[config.mk]
export PLATFORM = sky130hd
export DESIGN_NAME = mem_bus_arbiter
export DESIGN_NICKNAME = d
export VERILOG_FILES = /design/src/rtl/sys_defs.sv /design/src/rtl/rr_arbiter.sv /design/src/rtl/mem_bus_arbiter.sv
export SDC_FILE = /design/constraint.sdc
export NUM_CORES = 1
export LEC_CHECK = 0
export ABC_AREA = 1
export CAP_MARGIN = 30
export CORE_AREA = 2 2 179 181
export DETAILED_ROUTE_END_ITERATION = 10
export DIE_AREA = 0 0 181 183
export GPL_ROUTABILITY_DRIVEN = 1
export GPL_TIMING_DRIVEN = 0
export PLACE_DENSITY = 0.64
export SLEW_MARGIN = 10
export SYNTH_ARGS = -nofsm -noshare
export SYNTH_HDL_FRONTEND = slang
export SYNTH_HIERARCHICAL = 1
export SYNTH_SLANG_ARGS = --single-unit
[constraint.sdc]
create_clock -name clock -period 7.1 [get_ports clock]
set_input_delay 1.42 -clock clock [delete_from_list [all_inputs] [get_ports clock]]
set_output_delay 1.42 -clock clock [all_outputs]
set_load 0.02 [all_outputs]
[src/rtl/sys_defs.sv]
// sys_defs: shared memory-bus command and size encodings plus the tag-table entry type
package sys_defs;
  localparam int XLEN = 32;
  localparam logic [1:0] BUS_NONE = 2'h0;
  localparam logic [1:0] BUS_LOAD = 2'h1;
  localparam logic [1:0] BUS_STORE = 2'h2;
  typedef enum logic [1:0] {BYTE = 2'h0, HALF = 2'h1, WORD = 2'h2, DOUBLE = 2'h3} MEM_SIZE;
  typedef struct packed {
    logic valid;
    logic [2:0] port;
    logic drop;
  } MEM_TAG_ENTRY;
endpackage

[src/rtl/rr_arbiter.sv]
// rr_arbiter: picks the first requester at or after ptr, wrapping; one-hot grant plus index
module rr_arbiter #(
  parameter int NUM_PORTS = 2,
  parameter int PORT_LEN = (NUM_PORTS > 1) ? $clog2(NUM_PORTS) : 1
) (
  input  logic [NUM_PORTS-1:0] req,
  input  logic [PORT_LEN-1:0]  ptr,
  output logic [NUM_PORTS-1:0] gnt,
  output logic [PORT_LEN-1:0]  idx,
  output logic                 found
);
  logic [PORT_LEN-1:0] j;
  always_comb begin
    found = 1'b0;
    idx = '0;
    j = '0;
    for (int k = 0; k < NUM_PORTS; k++) begin
      j = PORT_LEN'((int'(ptr) + k) % NUM_PORTS);
      if (!found && req[j]) begin
        found = 1'b1;
        idx = j;
      end
    end
    gnt = found ? (NUM_PORTS'(1) << idx) : '0;
  end
endmodule

[src/rtl/mem_bus_arbiter.sv]
// mem_bus_arbiter: round-robin front end sharing one tagged memory bus among NUM_PORTS clients
module mem_bus_arbiter
  import sys_defs::*;
#(
  parameter int NUM_PORTS = 2,
  parameter int TAG_W = 4,
  parameter int MAX_OUTST = 4,
  parameter int PORT_LEN = (NUM_PORTS > 1) ? $clog2(NUM_PORTS) : 1
) (
  input  logic                                         clock,
  input  logic                                         reset,
  input  logic [NUM_PORTS-1:0]                         req_valid,
  input  logic [NUM_PORTS-1:0][1:0]                    req_command,
  input  logic [NUM_PORTS-1:0][XLEN-1:0]               req_addr,
  input  logic [NUM_PORTS-1:0][63:0]                   req_data,
  input  logic [NUM_PORTS-1:0][1:0]                    req_size,
  input  logic [NUM_PORTS-1:0]                         squash,
  output logic [NUM_PORTS-1:0]                         req_accept,
  output logic [NUM_PORTS-1:0][TAG_W-1:0]              req_tag,
  output logic [NUM_PORTS-1:0]                         resp_valid,
  output logic [TAG_W-1:0]                             resp_tag,
  output logic [63:0]                                  resp_data,
  output logic [NUM_PORTS-1:0][$clog2(MAX_OUTST+1)-1:0] outst_count,
  output logic [1:0]                                   proc2mem_command,
  output logic [XLEN-1:0]                              proc2mem_addr,
  output logic [63:0]                                  proc2mem_data,
  output logic [1:0]                                   proc2mem_size,
  input  logic [TAG_W-1:0]                             mem2proc_response,
  input  logic [TAG_W-1:0]                             mem2proc_tag,
  input  logic [63:0]                                  mem2proc_data,
  output logic                                         unexpected_tag
);
  localparam int NT = 2 ** TAG_W;
  localparam int CW = $clog2(MAX_OUTST + 1);
  MEM_TAG_ENTRY tbl [NT];
  MEM_TAG_ENTRY ent;
  logic [PORT_LEN-1:0] rr_ptr, g;
  logic [NUM_PORTS-1:0] elig, gnt;
  logic [7:0] sq8;
  logic found, accept, ld_acc, hit, deliver;
  always_comb begin
    for (int i = 0; i < NUM_PORTS; i++)
      elig[i] = req_valid[i] && !squash[i] && !(req_command[i] == BUS_LOAD && outst_count[i] == CW'(MAX_OUTST));
  end
  rr_arbiter #(.NUM_PORTS(NUM_PORTS), .PORT_LEN(PORT_LEN)) u_rr (
    .req(elig), .ptr(rr_ptr), .gnt(gnt), .idx(g), .found(found)
  );
  assign accept = found && mem2proc_response != '0;
  assign ld_acc = accept && req_command[g] == BUS_LOAD;
  assign req_accept = accept ? gnt : '0;
  always_comb begin
    for (int i = 0; i < NUM_PORTS; i++)
      req_tag[i] = req_accept[i] ? mem2proc_response : '0;
  end
  assign proc2mem_command = found ? req_command[g] : BUS_NONE;
  assign proc2mem_addr = found ? req_addr[g] : '0;
  assign proc2mem_data = found ? req_data[g] : '0;
  assign proc2mem_size = found ? req_size[g] : '0;
  assign sq8 = 8'(squash);
  assign ent = tbl[mem2proc_tag];
  assign hit = mem2proc_tag != '0 && ent.valid;
  // a squash landing on the same cycle as its port's return still suppresses that return
  assign deliver = hit && !ent.drop && !sq8[ent.port];
  always_ff @(posedge clock) begin
    if (reset) begin
      for (int t = 0; t < NT; t++) tbl[t] <= '0;
      outst_count <= '0;
      rr_ptr <= '0;
      resp_valid <= '0;
      resp_tag <= '0;
      resp_data <= '0;
      unexpected_tag <= 1'b0;
    end else begin
      for (int t = 0; t < NT; t++)
        if (tbl[t].valid && sq8[tbl[t].port]) tbl[t].drop <= 1'b1;
      if (hit) tbl[mem2proc_tag] <= '0;
      // a new load on a tag returning this cycle must overwrite the cleared entry
      if (ld_acc) tbl[mem2proc_response] <= '{valid: 1'b1, port: 3'(g), drop: 1'b0};
      for (int i = 0; i < NUM_PORTS; i++)
        outst_count[i] <= outst_count[i] + CW'(ld_acc && g == PORT_LEN'(i)) - CW'(hit && ent.port == 3'(i));
      if (accept) rr_ptr <= (g == PORT_LEN'(NUM_PORTS - 1)) ? '0 : g + PORT_LEN'(1);
      resp_valid <= deliver ? (NUM_PORTS'(1) << ent.port) : '0;
      resp_tag <= deliver ? mem2proc_tag : '0;
      resp_data <= deliver ? mem2proc_data : '0;
      unexpected_tag <= unexpected_tag | (mem2proc_tag != '0 && !ent.valid);
    end
  end
endmodule

# Yosys cells after proc, flatten, opt, wreduce, memory -nomap -nowiden
# Memories as Yosys holds them, arrays and structs flattened.
# Index checks and enable logic that the tools add are counted.
# totals
register_bits	78
ramBits	48
output_inout_bits	187
elab_cells	237
n_memories	1
# classes
add_sub_neg	6
n_lt_le_gt_ge	20
n_eq_ne	6
shifts	2
mux	131
bitwise_logic	19
n_reduce_logical	45
# memory_table
name	depth	word_bits	rd	rd_ports_with_merged_regs	wr	line_no	rtl
tbl	16	3	17	0	18	mem_bus_arbiter.sv:35	MEM_TAG_ENTRY tbl [NT];
# ops
cell	count
64-bit 2-to-1 mux	3
1-bit 2-to-1 mux	98
32-bit 2-to-1 mux	3
3-bit by 4-bit less-than comparator with 1-bit output (second input constant)	17
1-bit binary-select mux with 3-bit select	17
1-bit logical AND	33
1-bit bitwise OR	17
2-bit 2-to-1 mux	8
1-bit logical NOT	8
4-bit 2-to-1 mux	2
4-bit nonzero test	2
3-bit by 1-bit adder with 3-bit output	2
2-bit by 1-bit equality test with 1-bit output (second input constant)	3
3-bit equality test (second input constant)	2
1-bit by 2-bit less-than comparator with 1-bit output (second input constant)	3
3-bit by 1-bit subtractor with 3-bit output	2
3-bit by 1-bit equality test with 1-bit output (second input constant)	1
3-bit logical NOT	1
1-bit by 3-bit left shift with 2-bit output (first input constant)	1
1-bit adder (second input constant)	2
1-bit NOT	2
2-bit OR reduction	1
1-bit by 1-bit left shift with 2-bit output (first input constant)	1

# Depth between registers and ports, before layout
# Gate-level depths: netlist (run 1).
# logic_depth
word_depth	17
depth_mapped	19
ltp_nobuf	17

# Cells and area by module
# Netlist (run 1), hierarchy kept.
# modules_own_cells
module	n_inst	cells_each	area_each_um2	seq_area_each_um2
mem_bus_arbiter	1	1045	6641.4	2682.6
rr_arbiter	1	7	30.0	0.0

# Least setup slack after synthesis (run 1)
# OpenSTA, ideal clock, no wires.
# synth_timing
path_type	input port to output port
startpoint	input squash[0]
endpoint	output proc2mem_data[54]
arrival_ns	3.228
required_time_ns	5.680
setup_slack_ns	2.452
path_stages	11
n_path_buf	4
path_cell_list	inv_1 > clkbuf_1 > nand2_1 > nor2_1 > inv_1 > nand2_1 > clkbuf_1 > clkbuf_1 > clkbuf_1 > o21ai_0 > nor2_1
# synth_lines
item	line_no	rtl
from (decl)	mem_bus_arbiter.sv:17	input logic [NUM_PORTS-1:0] squash,
1-bit logical NOT *	mem_bus_arbiter.sv:43	elig[i] = req_valid[i] && !squash[i] && !(req_command[i] == BUS_LOAD && outst_count[i] == CW'(MAX_OUTST));
1-bit logical AND * (2 in a row)	mem_bus_arbiter.sv:43	
via elig[0]	mem_bus_arbiter.sv:38	logic [NUM_PORTS-1:0] elig, gnt;
1-bit 2-to-1 mux (not written as such) (2 in a row)	rr_arbiter.sv:19	if (!found && req[j]) begin
1-bit 2-to-1 mux	rr_arbiter.sv:19	
1-bit logical NOT	rr_arbiter.sv:19	
1-bit logical AND	rr_arbiter.sv:19	
1-bit 2-to-1 mux *	rr_arbiter.sv:19	
via found	mem_bus_arbiter.sv:40	logic found, accept, ld_acc, hit, deliver;
64-bit 2-to-1 mux *	mem_bus_arbiter.sv:57	assign proc2mem_data = found ? req_data[g] : '0;
to (decl)	mem_bus_arbiter.sv:26	output logic [63:0] proc2mem_data,
# The timed path passes the listed nets; every way through them passes the cells marked *. The select of a mux whose other input is x is not followed.

# Final worst setup path (run 1)
# layout_timing
startpoint	input squash[0]
endpoint	output proc2mem_data[56]
# Same word-level chain as after synthesis.

==> flow_summary.yaml, run 1 <==
status:
  status: "completed"
sta:
  slew_viol_final: 0
  setup_viol: 0
  worstMarginPinSlew_ns: 0.879
  fin_crit_sh_pct: 94.2
  relSlewSlack_pct: 40.9
  min_period_ns: 6.69
  rsz0062_at_grt: "no"
  hold_viol: 0
  skew_ns: 0.0128
  max_freq_mhz: 150
critical_path:
  rr_startpoint: "outst_count[2]"
  worstPathArrival_ns: 5.27
  crit_path_start: "squash[0]"
  cp_num_buf_inv: 6
  critPathMaxFanout: 17
  reg2reg_slack_ns: 2.60
  cp.required_ns: 5.68
  cpPeakStageDelay_ns: 0.74
  cp_slowest_cell: "clkdlybuf4s50_1"
  cp_top_family: "buffers and inverters"
  crit_chain: "clkdlybuf4s50_1, inv_1, nand2_1, nor2_1, inv_1, nand2_1, clkbuf_1, clkbuf_1, o21ai_0, nor2_1, clkdlybuf4s50_1"
  path_class: "in2out"
  crit_path_start_kind: "primary input"
  end_kind: "primary output"
global_routing:
  grt_overflow: 0
  antenna_found_initial: 4
  grt_max_degree: 17
  grt_pass1_wl_um: 50100
  first_global_vias: 8242
  grt_util_all_layers_pct: 20.5
routing:
  antenna_left: 0
  dr.pass1.iters: 7
  drc: 0
  wire_per_inst_um: 17.9
  viasPerCell: 4.31
  first_iter_violations: 567
  routed_wl_um: 34800
  vias: 8394
power_and_ir_drop:
  p_total_mw: 2.15
  powerDensity_mw_per_mm2: 173
  vdd_drop_max_v: 0.000119
  leakage_nw: 5.34
min_path:
  hp-class: "reg2reg"
  min-delay-start: "tbl[0][2]"
cts:
  h-tree-depth: 4
  hold_buffers: 0
  cts.repair.resized: 0
  cts.sinks: 126
  clk_pin_slew_worst_paths_ns: 0.06
  cts_buffers: 17
  cts_tree: "built"
  clock-root-buffer: "clkbuf_16"
  clockBufferDepth: 2
  post_cts_buffers: 0
  clk-insertion-delay-late_ns: 0.42
die:
  core_mm2: 0.0312
  ios: 465
  initial_core_util_pct: 21.4
  die_area_mm2: 0.0331
  std_cell_rows: 65
  die_w_um: 181
  fp.dieH_um: 183
logic_synthesis:
  ys_seq_elements: 126
  synth_area_leaders: "dfxtp_1 (33%), nor2_1 (18%), nand2_1 (11%)"
  ys_warn_count: 6
  synth_flop_cell: "dfxtp_1"
  yosys.area.top_type: "dfxtp_1"
  synth_area_mm2: 0.00667
  yosys.cell_types.count: 29
  yosysSeqAreaShare_pct: 40.2
  synth_cells: 1052
  synth_async_sr_flop_share_pct: 0
  synth_common_cells: "nor2_1 (322), nand2_1 (194), o21ai_0 (121), dfxtp_1 (110), inv_1 (108)"
  avgSynthCellArea_um2: 6.34
  synth_edf_count: 16
  synth.most_common_cell: "nor2_1"
  synth_top_area_share_pct: 33.0
  syn_nets: 1336
cells_and_area:
  syn_to_final_growth_pct: 85.6
  nFillCells: 3265
  drive_gt1_share_pct: 5.57
  nNetsFinal: 1814
  utilization_pct: 39.7
  fin_cells: 1949
place:
  io_buffer_count: 461
  dp_hpwl_um: 29300
  place_inst: 1915
  gp_congestion: 0.909
flow_run:
  cap_violations: 0
[per-stage QoR]
step	setup slack [ns]	instance area, um2	hold slack, ns	setup TNS, ns
2_1_floorplan	2.45	6670	0.413	0
6_report	0.414	12400	0.446	0
4_1_cts	0.0401	12400	0.446	0
5_1_grt	0.0778	12400	0.459	0
3_3_place_gp	-0.0776	11800	0.434	-0.154
3_5_place_dp	-0.0914	11800	0.437	-0.191
[final cells by class]
class	instances	area [um2]	share of cell area [%]
clock inverter	14	153	1.23
buffer	55	289	2.33
clock buffer	18	439	3.55
sequential	126	2680	21.7
tap	402	503	4.06
antenna	4	10.0	0.0808
inverter	112	423	3.42
timing repair buffer	461	4610	37.3
multi-input combinational	757	3270	26.4
[per-layer routing]
layer  wire length [um]  track usage (%)  up-vias
li1                   -                -     4209
met1              13300             22.3     3776
met2              17600             36.9      373
met3               3220             7.70       36
met4                714             5.72        0
met5                  0             1.78        -
[placed cells by master, fill, tap and decap left out, types with 2 or more instances in the layout]
cell type,synthesis,layout
dfxtp_1,110,110
inv_6,0,6
clkbuf_16,0,17
clkinv_2,0,2
buf_1,3,3
nor2_1,322,322
edfxtp_1,16,16
nand2_1,194,194
ha_1,4,4
clkinv_4,0,2
a21oi_1,33,33
clkdlybuf4s50_1,0,461
inv_4,1,3
buf_2,3,3
nor2_2,34,34
nor3_1,2,2
buf_6,9,9
clkbuf_1,39,37
nand3_1,33,33
a31oi_1,2,2
fa_1,2,2
bufinv_16,0,2
o21ai_0,121,121
diode_2,0,4
clkinv_1,2,2
inv_1,108,108
nor4_1,3,3
buf_4,3,3
[flip-flops by register name (all words and copies together) (netlist names)]
signal / count
resp_data: 64
tbl: 48
outst_count: 6
resp_tag: 4
resp_valid: 2
rr_ptr: 1
unexpected_tag: 1
[path summary, 6_finish.rpt]
kind / to / depth (start not counted)
min: tbl[0][2] / 2
min reg2reg: tbl[0][2] / 2
max: proc2mem_data[56] / 11
max reg2reg: outst_count[2] / 18
[worst register-to-register path, stage by stage (launching register included)]
cell      delay [ns]
dfxtp_1         0.34
inv_1           0.05
or2_2           0.28
nor4_1          0.28
nor2_1          0.12
a21oi_1         0.39
inv_2           0.20
nand2_1         0.11
nand2_1         0.05
nor3_1          0.72
clkbuf_1        0.55
nand2_1         0.12
ha_1            0.31
inv_1           0.06
ha_1            0.13
inv_1           0.05
fa_1            0.40
o21ai_0         0.18
a21oi_1         0.06
[power by group]
| group | leakage (nW) | switching (mW) | internal, mW | total (mW) |
|---|---|---|---|---|
| registers | 1.05 | 0.00547 | 0.729 | 0.734 |
| logic | 3.99 | 0.272 | 0.263 | 0.535 |
| clock network | 0.297 | 0.344 | 0.533 | 0.877 |
[logic make-up (layout without fill, tap and decap cells)]
family / count (synthesis) / count (layout) / share of synthesized area, %
AOI/OAI and AO/OA: 157 / 157 / 11.8
xor gates and xnor gates: 1 / 1 / 0.131
adders and majority gates: 6 / 6 / 1.35
buffers and inverters: 169 / 660 / 10.8
DFF: 126 / 126 / 40.2
other: 1 / 5 / 0.0562
and+or+nand+nor: 592 / 592 / 35.7
Note: power is estimated with default switching activity, not from simulation.
==> run 2: changes to the inputs <==
--- a/config.mk
+++ b/config.mk
@@ -7,12 +7,13 @@
 export LEC_CHECK = 0
 export ABC_AREA = 1
 export CAP_MARGIN = 30
-export CORE_AREA = 2 2 179 181
+export CORE_AREA = 5 5 177 179
+export CTS_BUF_LIST = sky130_fd_sc_hd__clkbuf_8
 export DETAILED_ROUTE_END_ITERATION = 10
-export DIE_AREA = 0 0 181 183
+export DIE_AREA = 0 0 182 184
 export GPL_ROUTABILITY_DRIVEN = 1
 export GPL_TIMING_DRIVEN = 0
-export PLACE_DENSITY = 0.64
+export PLACE_DENSITY = 0.66
 export SLEW_MARGIN = 10
 export SYNTH_ARGS = -nofsm -noshare
 export SYNTH_HDL_FRONTEND = slang
==> run 2 against run 1 <==
  * Sequential power hardly changed
  * Critical path type unchanged
  * Die area is 1.1% higher
  * Non-clock buffer count is 1 higher
  * Clock power is 36% lower
==> flow_summary.yaml, run 2 (synthesized netlist as in run 1, its figures left out) <==
status:
  status: "completed"
place:
  dp_hpwl_um: 30200
  dp_slack_ns: -0.148
  gp_congestion: 0.939
  io_buffer_count: 461
  postPlaceCellArea_mm2: 0.0118
sta:
  min_period_ns: 6.74
  relSlewSlack_pct: 54.3
  max_freq_mhz: 148
  setup_viol: 0
  worstMarginPinSlew_ns: 0.686
  setup_ws_ns: 0.362
  rsz0062_at_grt: "no"
  hold_viol: 0
  slew_viol_final: 0
  fin_crit_sh_pct: 94.9
  skew_ns: 0.0136
cells_and_area:
  final_cell_mix: "clkdlybuf4s50_1 (461), nor2_1 (322), nand2_1 (194)"
  mostFrequentLayoutCell: "clkdlybuf4s50_1"
  largestRegisters: "resp_data (64), tbl (48), outst_count (6)"
  nFillCells: 3056
  largest_reg_flops: 64
  utilization_pct: 41.3
  syn_to_final_growth_pct: 81.8
  drive_gt1_share_pct: 5.38
  antenna_cells: 0
  regMostFlops: "resp_data"
  nNetsFinal: 1815
  fin_area_mm2: 0.0121
global_routing:
  grt_max_degree: 17
  grt_overflow: 0
  first_global_vias: 8225
  use_met3_pct: 9.68
  grt_pass1_wl_um: 50500
  grt_use_met1_pct: 20.2
  busiest_layer: "met2"
  grt_use_met2_pct: 37.3
  grt_util_all_layers_pct: 20.1
  antenna_found_initial: 0
critical_path:
  path_class: "in2out"
  r2r_cells: 18
  reg2reg_slack_ns: 2.80
  end_kind: "primary output"
  cp.required_ns: 5.68
  critPathMaxFanout: 10
  worstPathArrival_ns: 5.32
  crit_path_start_kind: "primary input"
cts:
  clk_pin_slew_worst_paths_ns: 0.06
  clockBufferDepth: 2
  cts.sinks: 126
  cts_tree: "built"
  clock-root-buffer: "clkbuf_8"
  post_cts_buffers: 0
  clk-insertion-delay-late_ns: 0.44
  cts_buffers: 17
  h-tree-depth: 4
  hold_buffers: 0
die:
  initial_core_util_pct: 22.7
  die_w_um: 182
  die_area_mm2: 0.0335
  std_cell_rows: 63
  core_mm2: 0.0294
  ios: 465
  fp.dieH_um: 184
flow_run:
  cap_violations: 0
routing:
  dr.pass1.iters: 6
  drc: 0
  viasPerCell: 4.32
  routed_wl_um: 35700
  first_iter_violations: 529
  vias: 8356
  wire_per_inst_um: 18.5
  antenna_left: 0
power_and_ir_drop:
  leakage_nw: 5.24
  vdd_drop_max_v: 0.0000710
  powerDensity_mw_per_mm2: 151
  p_total_mw: 1.84
min_path:
  hp-class: "reg2reg"
  hold_depth: 2
==> run 2: path summary, 6_finish.rpt <==
path                  start           endpoint
max reg2reg  outst_count[2]     outst_count[2]
min               tbl[0][2]          tbl[0][2]
min reg2reg       tbl[0][2]          tbl[0][2]
max               squash[0]  proc2mem_data[29]
==> run 2: metal layers <==
metal	share of wire [%]	wire (um)
met1	35	12700
met2	51	18400
met3	11	3840
met4	2.4	858
met5	0	0
==> run 2: layout make-up <==
cell class | count | area, um2 | share of cell area, %
Clock inverter | 12 | 97.6 | 0.805
Timing Repair Buffer | 461 | 4610 | 38.0
Multi-Input combinational cell | 757 | 3270 | 27.0
Clock buffer | 19 | 262 | 2.16
Inverter | 112 | 423 | 3.49
Sequential cell | 126 | 2680 | 22.1
Buffer | 56 | 294 | 2.42
Tap cell | 390 | 488 | 4.02
==> run 2: what timing repair did <==
item / CTS / global route
cloned: 0 / 0
resized for setup: 0 / 2
setup endpoints to repair: 7 / 8
==> run 2: worst max-delay path, cell delays in order <==
cell             delay (ns)
clkdlybuf4s50_1        0.49
inv_1                  0.16
clkbuf_1               0.29
nand2_1                0.20
nor2_1                 0.09
a21oi_1                0.39
clkbuf_1               0.58
clkbuf_1               0.39
o21ai_0                0.16
nor2_1                 0.42
clkdlybuf4s50_1        0.71
==> run 2: per-stage QoR <==
step,setup TNS (ns),hold WS (ns),cells
floorplan,0,0.413,1052
global placement,-0.533,0.441,1903
detailed placement,-0.558,0.449,1903
CTS,0,0.462,1933
global route,0,0.504,1933
finish,0,0.458,1933
==> run 2: power by group <==
| group | internal (mW) | switching (mW) |
|---|---|---|
| Sequential | 0.728 | 0.00549 |
| Clock | 0.289 | 0.276 |
| Combinational | 0.263 | 0.274 |
| Total | 1.28 | 0.555 |
